### config.mk
export PLATFORM = sky130hd
export DESIGN_NAME = pattern_recorder
export DESIGN_NICKNAME = d
export VERILOG_FILES = /design/src/rtl/pattern_recorder.sv
export SDC_FILE = /design/constraint.sdc
export NUM_CORES = 1
export LEC_CHECK = 0
export BUFFER_PORTS_ARGS = -buffer_cell sky130_fd_sc_hd__buf_4
export CAP_MARGIN = 0
export CORE_ASPECT_RATIO = 0.75
export CORE_MARGIN = 2
export CORE_UTILIZATION = 65
export CTS_CLUSTER_DIAMETER = 200
export CTS_CLUSTER_SIZE = 10
export DETAILED_ROUTE_END_ITERATION = 8
export HOLD_SLACK_MARGIN = 0.1
export PLACE_DENSITY_LB_ADDON = 0.3
export SYNTH_ARGS = -nofsm -noshare
export SYNTH_HDL_FRONTEND = slang
export SYNTH_SLANG_ARGS = --single-unit
### constraint.sdc
create_clock -name clkin -period 7.5 [get_ports clkin]
set_clock_uncertainty 0.15 [all_clocks]
set_input_delay 0.75 -clock clkin [delete_from_list [all_inputs] [get_ports clkin]]
set_output_delay 0.75 -clock clkin [all_outputs]
set_load 0.05 [all_outputs]
### src/rtl/pattern_recorder.sv
// Serial level recorder: run lengths of a synchronised input are pushed as {level, length}
// entries into a first-word fall-through FIFO while armed.
module pattern_recorder #(
  parameter int unsigned DEPTH = 8,
  parameter int unsigned CNT_W = 15
) (
  input  logic                     clkin,
  input  logic                     rst_n,
  input  logic                     din,
  input  logic                     arm,
  input  logic                     rd_en,
  output logic [CNT_W:0]           rd_data,
  output logic                     rd_valid,
  output logic [$clog2(DEPTH):0]   count,
  output logic                     overflow,
  output logic                     busy
);

  localparam int unsigned AW = $clog2(DEPTH);
  localparam int unsigned CW = AW + 1;

  typedef enum logic [1:0] {StIdle, StArmed, StRecord} state_e;

  state_e           state_q;
  logic             s1_q, s2_q, s3_q;
  logic [CNT_W-1:0] run_cnt_q;
  logic [AW-1:0]    wr_ptr_q, rd_ptr_q;
  logic [CW-1:0]    count_q;
  logic             overflow_q;
  logic [CNT_W:0]   mem [DEPTH];

  logic trans, clr, push, pop, full, wr_ok;

  always_comb begin
    trans = s2_q ^ s3_q;
    clr   = (state_q == StIdle) && arm;
    // Disarm wins over a coincident transition, so the unfinished run is never pushed.
    push  = (state_q == StRecord) && arm && trans;
    pop   = rd_en && (count_q != '0) && !clr;
    full  = (count_q == CW'(DEPTH));
    wr_ok = push && (!full || pop);
  end

  always_ff @(posedge clkin or negedge rst_n) begin
    if (!rst_n) begin
      state_q    <= StIdle;
      s1_q       <= 1'b0;
      s2_q       <= 1'b0;
      s3_q       <= 1'b0;
      run_cnt_q  <= '0;
      wr_ptr_q   <= '0;
      rd_ptr_q   <= '0;
      count_q    <= '0;
      overflow_q <= 1'b0;
    end else begin
      s1_q <= din;
      s2_q <= s1_q;
      s3_q <= s2_q;

      unique case (state_q)
        StIdle: begin
          if (arm) state_q <= StArmed;
        end
        StArmed: begin
          if (!arm) begin
            state_q   <= StIdle;
            run_cnt_q <= '0;
          end else if (trans) begin
            state_q   <= StRecord;
            run_cnt_q <= CNT_W'(1);
          end
        end
        StRecord: begin
          if (!arm) begin
            state_q   <= StIdle;
            run_cnt_q <= '0;
          end else if (trans) begin
            run_cnt_q <= CNT_W'(1);
          end else if (run_cnt_q != {CNT_W{1'b1}}) begin
            run_cnt_q <= run_cnt_q + CNT_W'(1);
          end
        end
        default: state_q <= StIdle;
      endcase

      if (clr) begin
        wr_ptr_q   <= '0;
        rd_ptr_q   <= '0;
        count_q    <= '0;
        overflow_q <= 1'b0;
      end else begin
        if (wr_ok) wr_ptr_q <= wr_ptr_q + AW'(1);
        if (pop)   rd_ptr_q <= rd_ptr_q + AW'(1);
        if (push && !wr_ok) overflow_q <= 1'b1;
        if (wr_ok && !pop)      count_q <= count_q + CW'(1);
        else if (!wr_ok && pop) count_q <= count_q - CW'(1);
      end
    end
  end

  // When full with a coincident pop, wr_ptr equals rd_ptr: the slot being vacated is reused.
  always_ff @(posedge clkin) begin
    if (wr_ok) mem[wr_ptr_q] <= {s3_q, run_cnt_q};
  end

  assign rd_valid = (count_q != '0);
  assign rd_data  = rd_valid ? mem[rd_ptr_q] : '0;
  assign count    = count_q;
  assign overflow = overflow_q;
  assign busy     = (state_q != StIdle);

endmodule

==> results_tabular.tex, run 1 <==
\begin{tabular}{lr}
\hline
Metric & Value \\
\hline
\multicolumn{2}{l}{\textbf{Outcome}} \\
\quad Result of the run & finished clean \\
\multicolumn{2}{l}{\textbf{Final layout}} \\
\quad Final net count & 458 \\
\quad Signed area change from the synthesized netlist to the final layout & 14.2\% \\
\quad Area used by sequential logic in the layout & around 4600 um2 \\
\quad Fraction of layout cells with a size suffix above 1 & roughly a quarter \\
\quad Share of the core filled with cells & about three quarters \\
\quad Fin cells & 592 \\
\quad Final antenna diode count & 0 \\
\quad Most frequent standard cell in the layout excluding fill and tap cells & edfxtp\_1 \\
\quad Top library cells by usage in the layout, fill and taps aside & edfxtp\_1, buf\_4, nor2\_1, mux4\_2, dfrtp\_1 \\
\quad Area of the multi-input gates & between 2000 and 2500 um2 \\
\quad Total of fill cells in the finished design & 569 \\
\multicolumn{2}{l}{\textbf{Synthesis}} \\
\quad Cell types occupying the most area after synthesis & edfxtp\_1, dfrtp\_1, mux4\_2 \\
\quad Yosys warning count & 0 \\
\quad Register area share after synthesis & 68.5\% \\
\quad Asr flop ratio synth & between 10\% and 20\% \\
\quad Unique masters post-synth & 51 \\
\quad Synthesized net count & between 400 and 500 \\
\quad Number of enable flip-flop cells after synthesis & 128 \\
\quad Mean Syn Cell Area & about 17 um2 \\
\quad Area fraction of the dominant cell type after synthesis & a little under three fifths \\
\quad Cell type with the largest total area after synthesis & edfxtp\_1 \\
\quad Top flip-flop cell by instance count after synthesis & edfxtp\_1 \\
\quad Total standard cell area after synthesis & 6740 um2 \\
\quad Post-synthesis register bit count & 159 \\
\quad Post-Synthesis Cells & 405 \\
\multicolumn{2}{l}{\textbf{Routing}} \\
\quad Drt first pass iters & 4 \\
\quad Antenna Violating Nets Remaining & 0 \\
\quad Detailed-route DRC error count & 0 \\
\quad Post-DR wirelength/cell & between 20 and 25 um \\
\quad Violation count after the first detailed-route iteration & 336 \\
\quad Total number of vias & about 3,800 \\
\quad Number of vias per cell & about 6.4 \\
\quad Routed wire length & about 14,000 um \\
\multicolumn{2}{l}{\textbf{Timing}} \\
\quad Achievable frequency & about 0.28 GHz \\
\quad Transition time at the pin with the least slew margin & $\sim$1200 ps \\
\quad Hold slack & approximately 96 ps \\
\quad Unrepaired setup endpoints after global routing & false \\
\quad Slew Limit Fails & 0 \\
\quad Time the final worst path needs with I/O delays and setup & roughly 3600 ps \\
\quad Hold violation total from the final report & 0 \\
\quad Count of final setup violators & 0 \\
\quad Period utilisation layout & 48.4\% \\
\quad Remaining max-slew budget at the tightest pin & between 20\% and 30\% \\
\quad Post-route setup TNS & 0 ps \\
\multicolumn{2}{l}{\textbf{Worst setup path}} \\
\quad Register-to-register setup slack & about 4400 ps \\
\quad Reg-to-Reg Start & state\_q[1]\$\_DFFE\_PN0P\_ \\
\quad Worst path required time & between 6000 and 7000 ps \\
\quad Worst reg2reg endpoint & count[3]\$\_DFFE\_PN0P\_ \\
\quad Worst reg2reg path depth & 10 \\
\quad Kind of capture point of the worst setup path & output pin \\
\quad Startpoint type of the worst setup path & flop \\
\quad Class of the most critical setup path & flop to output pin \\
\quad Peak fanout along the critical path & 34 \\
\quad Arrival time of the worst setup path & about 2700 ps \\
\multicolumn{2}{l}{\textbf{Floorplanning}} \\
\quad Width of the die & $\sim$120 um \\
\quad Initial cell density of the core & 66.0\% \\
\quad Placement row count & 32 \\
\quad Die footprint & 11,200 um2 \\
\quad Placeable Area & 10,200 um2 \\
\quad Height of the die & just over 90 um \\
\quad Top-level I/O count & 28 \\
\multicolumn{2}{l}{\textbf{Pwr}} \\
\quad Cell Pwr Density & approximately 370 nW/um2 \\
\quad Leak pwr & between 2 and 3 nW \\
\quad Maximum vdd ir drop & between 0.2 and 0.3 mV \\
\multicolumn{2}{l}{\textbf{Clock tree}} \\
\quad Clock latency reported for the late side of the worst-skew pair & around 430 ps \\
\quad Hold Buf Count CTS & 0 \\
\quad Quantity of gates resized following cts & 0 \\
\quad Clock-pin slew on the worst setup and hold paths & 70 ps \\
\quad Number of clock buffers inserted by TritonCTS & 17 \\
\quad Number of H-tree branching levels & 4 \\
\quad Clock sink count & between 150 and 200 \\
\quad Clock tree from TritonCTS & yes \\
\quad Post-CTS setup repair buffer count & 0 \\
\quad Number of buffers between clock root and the deepest sink & 2 \\
\quad CTS root buffer & clkbuf\_16 \\
\multicolumn{2}{l}{\textbf{Placed design}} \\
\quad Count of input and output buffers & 27 \\
\quad Placed cells & 560 \\
\quad Placed wire-length estimate after detailed placement & between 7000 and 8000 um \\
\quad Global placer's final weighted congestion & approximately 0.85 \\
\multicolumn{2}{l}{\textbf{Global routing}} \\
\quad Maximum number of pins on one net before global-route repair & 35 \\
\quad Initial antenna violation count & 0 \\
\quad Global-route wire length before repair & roughly 22,000 um \\
\quad Via count of the first global-routing pass & slightly below 4,000 \\
\quad Total global routing overflow & 0 \\
\quad Total global routing track utilization & approximately 28\% \\
\multicolumn{2}{l}{\textbf{Hold path}} \\
\quad Worst min-delay path class & primary input to async pin \\
\multicolumn{2}{l}{\textbf{Job}} \\
\quad Max-cap violation count & 0 \\
\hline
\end{tabular}
-- worst max path at each step --
stage                                       start                   to  slack (ps)  depth (start not counted)
after global placement    rd_ptr_q[0]$_DFFE_PN0P_           rd_data[4]        4320                          4
final                     rd_ptr_q[0]$_DFFE_PN0P_           rd_data[5]        3870                          4
after global routing      rd_ptr_q[0]$_DFFE_PN0P_           rd_data[5]        3640                          4
after CTS                 rd_ptr_q[0]$_DFFE_PN0P_           rd_data[5]        3750                          4
after floorplan                               arm  mem[0][0]$_DFFE_PP_        4080                          5
after detailed placement  rd_ptr_q[0]$_DFFE_PN0P_           rd_data[6]        4280                          4
-- worst max-delay path: stages, from the launching register on --
cell and delay (ps):
dfrtp_2 1090, mux4_2 630, mux2i_1 230, nor2_1 90, buf_4 250
-- layer usage --
layer	up-vias	share of wire (%)	track usage [%]
li1	1669	-	-
met2	168	50	42.6
met3	23	6.8	6.97
met5	-	0	0
met1	1913	41	38.5
met4	0	2.2	11.2
-- cell type report --
cell class	instances	area share (%)
timing repair buffer	37	3.61
tap	136	2.21
sequential	159	60.0
clock buffer	20	5.93
inverter	11	0.536
multi-input combinational	217	26.1
clock inverter	12	1.62
-- power by group --
part | total (mW) | switching [mW] | leakage [nW] | internal (mW)
clock network | 0.835 | 0.353 | 0.281 | 0.482
registers | 1.11 | 0.126 | 1.73 | 0.986
logic | 0.932 | 0.577 | 0.828 | 0.355
total | 2.88 | 1.06 | 2.84 | 1.82
-- cells by family (layout without fill, tap and decap cells) --
logic type / Yosys count / after routing / synth area share (%)
AOI/OAI and AO/OA: 48 / 48 / 5.12
adders and majority gates: 10 / 10 / 1.97
muxes: 56 / 56 / 14.3
and+or+nand+nor: 98 / 98 / 7.35
buffers and inverters: 29 / 80 / 1.95
xor gates and xnor gates: 5 / 5 / 0.761
DFF: 159 / 159 / 68.5
-- state kept, by name, indices dropped and copies added (netlist names) --
register,count
s3_q,1
overflow,1
run_cnt_q,15
count,4
wr_ptr_q,3
s1_q,1
s2_q,1
state_q,2
mem,128
rd_ptr_q,3
-- through the flow --
step                      power, mW  cell area, um2  setup slack, ps
after floorplan                1.82            6740             4080
after global placement         2.03            7120             4320
after detailed placement       2.06            7120             4280
after CTS                      2.89            7700             3750
after global routing           2.99            7700             3640
final                          2.88            7700             3870
-- Yosys cell counts (3+ instances only) --
| library cell | n |
|---|---|
| xor2_1 | 3 |
| buf_2 | 5 |
| nor3_1 | 11 |
| ha_1 | 9 |
| nand2_1 | 19 |
| inv_1 | 11 |
| mux4_2 | 32 |
| o21ai_0 | 9 |
| nor4_1 | 7 |
| nand3_1 | 6 |
| a31oi_1 | 3 |
| nand2b_1 | 5 |
| dfrtp_1 | 31 |
| a21bo_2 | 3 |
| clkbuf_1 | 9 |
| a21oi_1 | 11 |
| mux2i_1 | 19 |
| nor3b_1 | 3 |
| edfxtp_1 | 128 |
| o22a_1 | 9 |
| mux2_1 | 3 |
| nor2_1 | 32 |
Power figures use the tool's default switching activity.
==> run 2: changes to the inputs <==
--- a/config.mk
+++ b/config.mk
@@ -9,7 +9,7 @@
 export CAP_MARGIN = 0
 export CORE_ASPECT_RATIO = 0.75
 export CORE_MARGIN = 2
-export CORE_UTILIZATION = 65
+export CORE_UTILIZATION = 61
 export CTS_CLUSTER_DIAMETER = 200
 export CTS_CLUSTER_SIZE = 10
 export DETAILED_ROUTE_END_ITERATION = 8
==> constraint.sdc (replaced) <==
create_clock -name clkin -period 3.35 [get_ports clkin]
set_clock_uncertainty 0.15 [all_clocks]
set_input_delay 0.335 -clock clkin [delete_from_list [all_inputs] [get_ports clkin]]
set_output_delay 0.335 -clock clkin [all_outputs]
set_load 0.05 [all_outputs]
==> run 2 against run 1 <==
Power rose by 130%. Hold slack improved by 58 ps. Final cell count rose by 2.9%. Die area rose by 6.3%. First-iteration DRC count rose by 0.89%. Worst setup slack got worse by 3600 ps. Clock-buffer cell count rose by 1. Register-to-register slack got worse by 4100 ps. Utilization fell by 3.1 points. Sequential power rose by 110%. Via count fell by 0.16%. Combinational power rose by 140%. Critical path type is now flop to flop.
==> results_tabular.tex, run 2 (synthesis gave the netlist of run 1 again) <==
\begin{tabular}{lr}
\hline
Metric & Value \\
\hline
\multicolumn{2}{l}{\textbf{Global routing}} \\
\quad Total global routing track utilization & a little under a quarter \\
\quad GRT met2 Usage & between 30\% and 40\% \\
\quad Total global routing overflow & 0 \\
\quad Initial antenna violation count & 0 \\
\quad Global-route wire length before repair & between 20,000 and 25,000 um \\
\quad Via count of the first global-routing pass & 3,809 \\
\quad Maximum number of pins on one net before global-route repair & 35 \\
\quad Met1 capacity usage during global routing & between 30\% and 40\% \\
\quad Most Used Layer, Global Route & met2 \\
\quad GRT met3 Usage & just under 5\% \\
\multicolumn{2}{l}{\textbf{Final layout}} \\
\quad Signed area change from the synthesized netlist to the final layout & 16.5\% \\
\quad Largest reg by FF count & mem \\
\quad Total of fill cells in the finished design & between 600 and 700 \\
\quad Top library cells by usage in the layout, fill and taps aside & edfxtp\_1, buf\_4, nor2\_1, mux4\_2, dfrtp\_1 \\
\quad Final antenna diode count & 0 \\
\quad Largest register FFs & about 130 \\
\quad Final net count & between 400 and 500 \\
\quad Fraction of layout cells with a size suffix above 1 & a little over a quarter \\
\quad Most frequent standard cell in the layout excluding fill and tap cells & edfxtp\_1 \\
\quad Area of the multi-input gates & just over 2000 um2 \\
\quad Area of all placed cells without fillers & approximately 7900 um2 \\
\quad Area used by sequential logic in the layout & roughly 4600 um2 \\
\multicolumn{2}{l}{\textbf{Timing}} \\
\quad Achievable frequency & 0.330 GHz \\
\quad Unrepaired setup endpoints after global routing & false \\
\quad Hold slack & between 150 and 200 ps \\
\quad Remaining max-slew budget at the tightest pin & a little over half \\
\quad Slew Limit Fails & 0 \\
\quad Period utilisation layout & between 90\% and 100\% \\
\quad Post-route setup TNS & 0 ps \\
\quad Transition time at the pin with the least slew margin & 673 ps \\
\quad Time the final worst path needs with I/O delays and setup & slightly above 3000 ps \\
\quad Count of final setup violators & 0 \\
\quad Hold violation total from the final report & 0 \\
\multicolumn{2}{l}{\textbf{Routing}} \\
\quad Drt first pass iters & 4 \\
\quad Post-DR wirelength/cell & roughly 22 um \\
\quad Routed wire length & between 10,000 and 15,000 um \\
\quad Total number of vias & $\sim$3,800 \\
\quad Antenna Violating Nets Remaining & 0 \\
\quad Detailed-route DRC error count & 0 \\
\quad Violation count after the first detailed-route iteration & 339 \\
\quad Number of vias per cell & around 6 \\
\multicolumn{2}{l}{\textbf{Clock tree}} \\
\quad Clock sink count & between 150 and 200 \\
\quad Clock tree from TritonCTS & yes \\
\quad Number of H-tree branching levels & 4 \\
\quad Clock latency reported for the late side of the worst-skew pair & approximately 420 ps \\
\quad Quantity of gates resized following cts & 0 \\
\quad Number of buffers between clock root and the deepest sink & 2 \\
\quad Clock-pin slew on the worst setup and hold paths & around 60 ps \\
\quad CTS root buffer & clkbuf\_16 \\
\quad Number of clock buffers inserted by TritonCTS & 17 \\
\multicolumn{2}{l}{\textbf{Floorplanning}} \\
\quad Width of the die & between 100 and 150 um \\
\quad Height of the die & $\sim$95 um \\
\quad Top-level I/O count & 28 \\
\quad Placeable Area & approximately 11,000 um2 \\
\quad Initial cell density of the core & around 62\% \\
\quad Die footprint & 11,900 um2 \\
\quad Placement row count & 33 \\
\multicolumn{2}{l}{\textbf{Pwr}} \\
\quad Maximum vdd ir drop & a little under 0.5 mV \\
\quad Total power & 6.50 mW \\
\quad Cell Pwr Density & 827 nW/um2 \\
\quad Leak pwr & 2.91 nW \\
\multicolumn{2}{l}{\textbf{Worst setup path}} \\
\quad Class of the most critical setup path & flop to flop \\
\quad Arrival time of the worst setup path & between 3000 and 4000 ps \\
\quad Worst reg2reg path depth & 10 \\
\quad Library cell appearing most often on the critical path & ha\_1 \\
\quad Sequence of cells on the critical path & inv\_1 -> ha\_1 -> a21bo\_2 -> a311oi\_2 -> o21ai\_0 -> ha\_1 -> nand3\_1 -> and2\_1 -> a22oi\_1 -> mux2i\_1 \\
\quad Reg-to-Reg Start & state\_q[1]\$\_DFFE\_PN0P\_ \\
\quad Peak fanout along the critical path & 8 \\
\quad Launching instance or port of the critical path & state\_q[1]\$\_DFFE\_PN0P\_ \\
\quad Kind of capture point of the worst setup path & flop \\
\quad Startpoint type of the worst setup path & flop \\
\quad Worst path required time & 3550 ps \\
\quad Max stage delay cell, worst path & a311oi\_2 \\
\quad Delay of the slowest cell on the worst path & 500 ps \\
\multicolumn{2}{l}{\textbf{Placed design}} \\
\quad Placed wire-length estimate after detailed placement & 8070 um \\
\quad Area after DPL & $\sim$7300 um2 \\
\quad Count of input and output buffers & 27 \\
\quad Global placer's final weighted congestion & just over 0.8 \\
\multicolumn{2}{l}{\textbf{Outcome}} \\
\quad Result of the run & finished clean \\
\multicolumn{2}{l}{\textbf{Hold path}} \\
\quad Worst min-delay path class & primary input to flop \\
\quad Hold-critical path depth & 4 \\
\quad Launch instance of the worst min-delay path & rd\_en \\
\multicolumn{2}{l}{\textbf{Job}} \\
\quad Max-cap violation count & 0 \\
\hline
\end{tabular}
[run 2: stage by stage]
step | util, % | worst slack [ps] | cells
after floorplan | - | 133 | 405
after global placement | 66.8 | 452 | 574
after detailed placement | 66.8 | 364 | 574
after CTS | 72.3 | 323 | 609
after global routing | 72.3 | 123 | 609
final | 72.3 | 319 | 609
[run 2: path summary, 6_finish.rpt]
path	slack, ps	endpoint
min	150	rd_ptr_q[1]$_DFFE_PN0P_
max reg2reg	320	count[3]$_DFFE_PN0P_
max	320	count[3]$_DFFE_PN0P_
min reg2reg	210	s2_q$_DFF_PN0_
min in group asynchronous	240	s1_q$_DFF_PN0_
max in group asynchronous	2490	rd_ptr_q[0]$_DFFE_PN0P_
[run 2: cell type report]
cell class                      count  share of cell area [%]
Clock inverter                     11                    1.70
Inverter                           11                   0.526
Timing Repair Buffer               50                    5.51
Sequential cell                   159                    58.8
Multi-Input combinational cell    217                    25.6
Clock buffer                       21                    5.61
Tap cell                          140                    2.23
[run 2: worst max-delay path, delay by kind of cell (launching register included)]
family	cells	cell delay, ps
simple gates	2	280
compound gates	4	1230
buf+inv	1	100
fa+ha+maj	2	630
flops	1	370
mux	1	200
[run 2: power by group]
group / switching (mW) / internal, mW / total (mW) / leakage, nW
Sequential: 0.156 / 2.21 / 2.37 / 1.73
Combinational: 1.40 / 0.847 / 2.25 / 0.907
Clock: 0.773 / 1.11 / 1.88 / 0.271
Total: 2.33 / 4.16 / 6.50 / 2.91
[run 2: what timing repair did]
item                       CTS  global route
hold buffers                 3             0
hold endpoints to repair    33             0
setup endpoints to repair    0             0
setup buffers                0             0
[run 2: routing by layer]
layer | vias up | wire (um)
li1 | 1700 | -
met1 | 1960 | 5900
met2 | 95 | 6500
met3 | 12 | 623
met4 | 0 | 130
met5 | - | 0
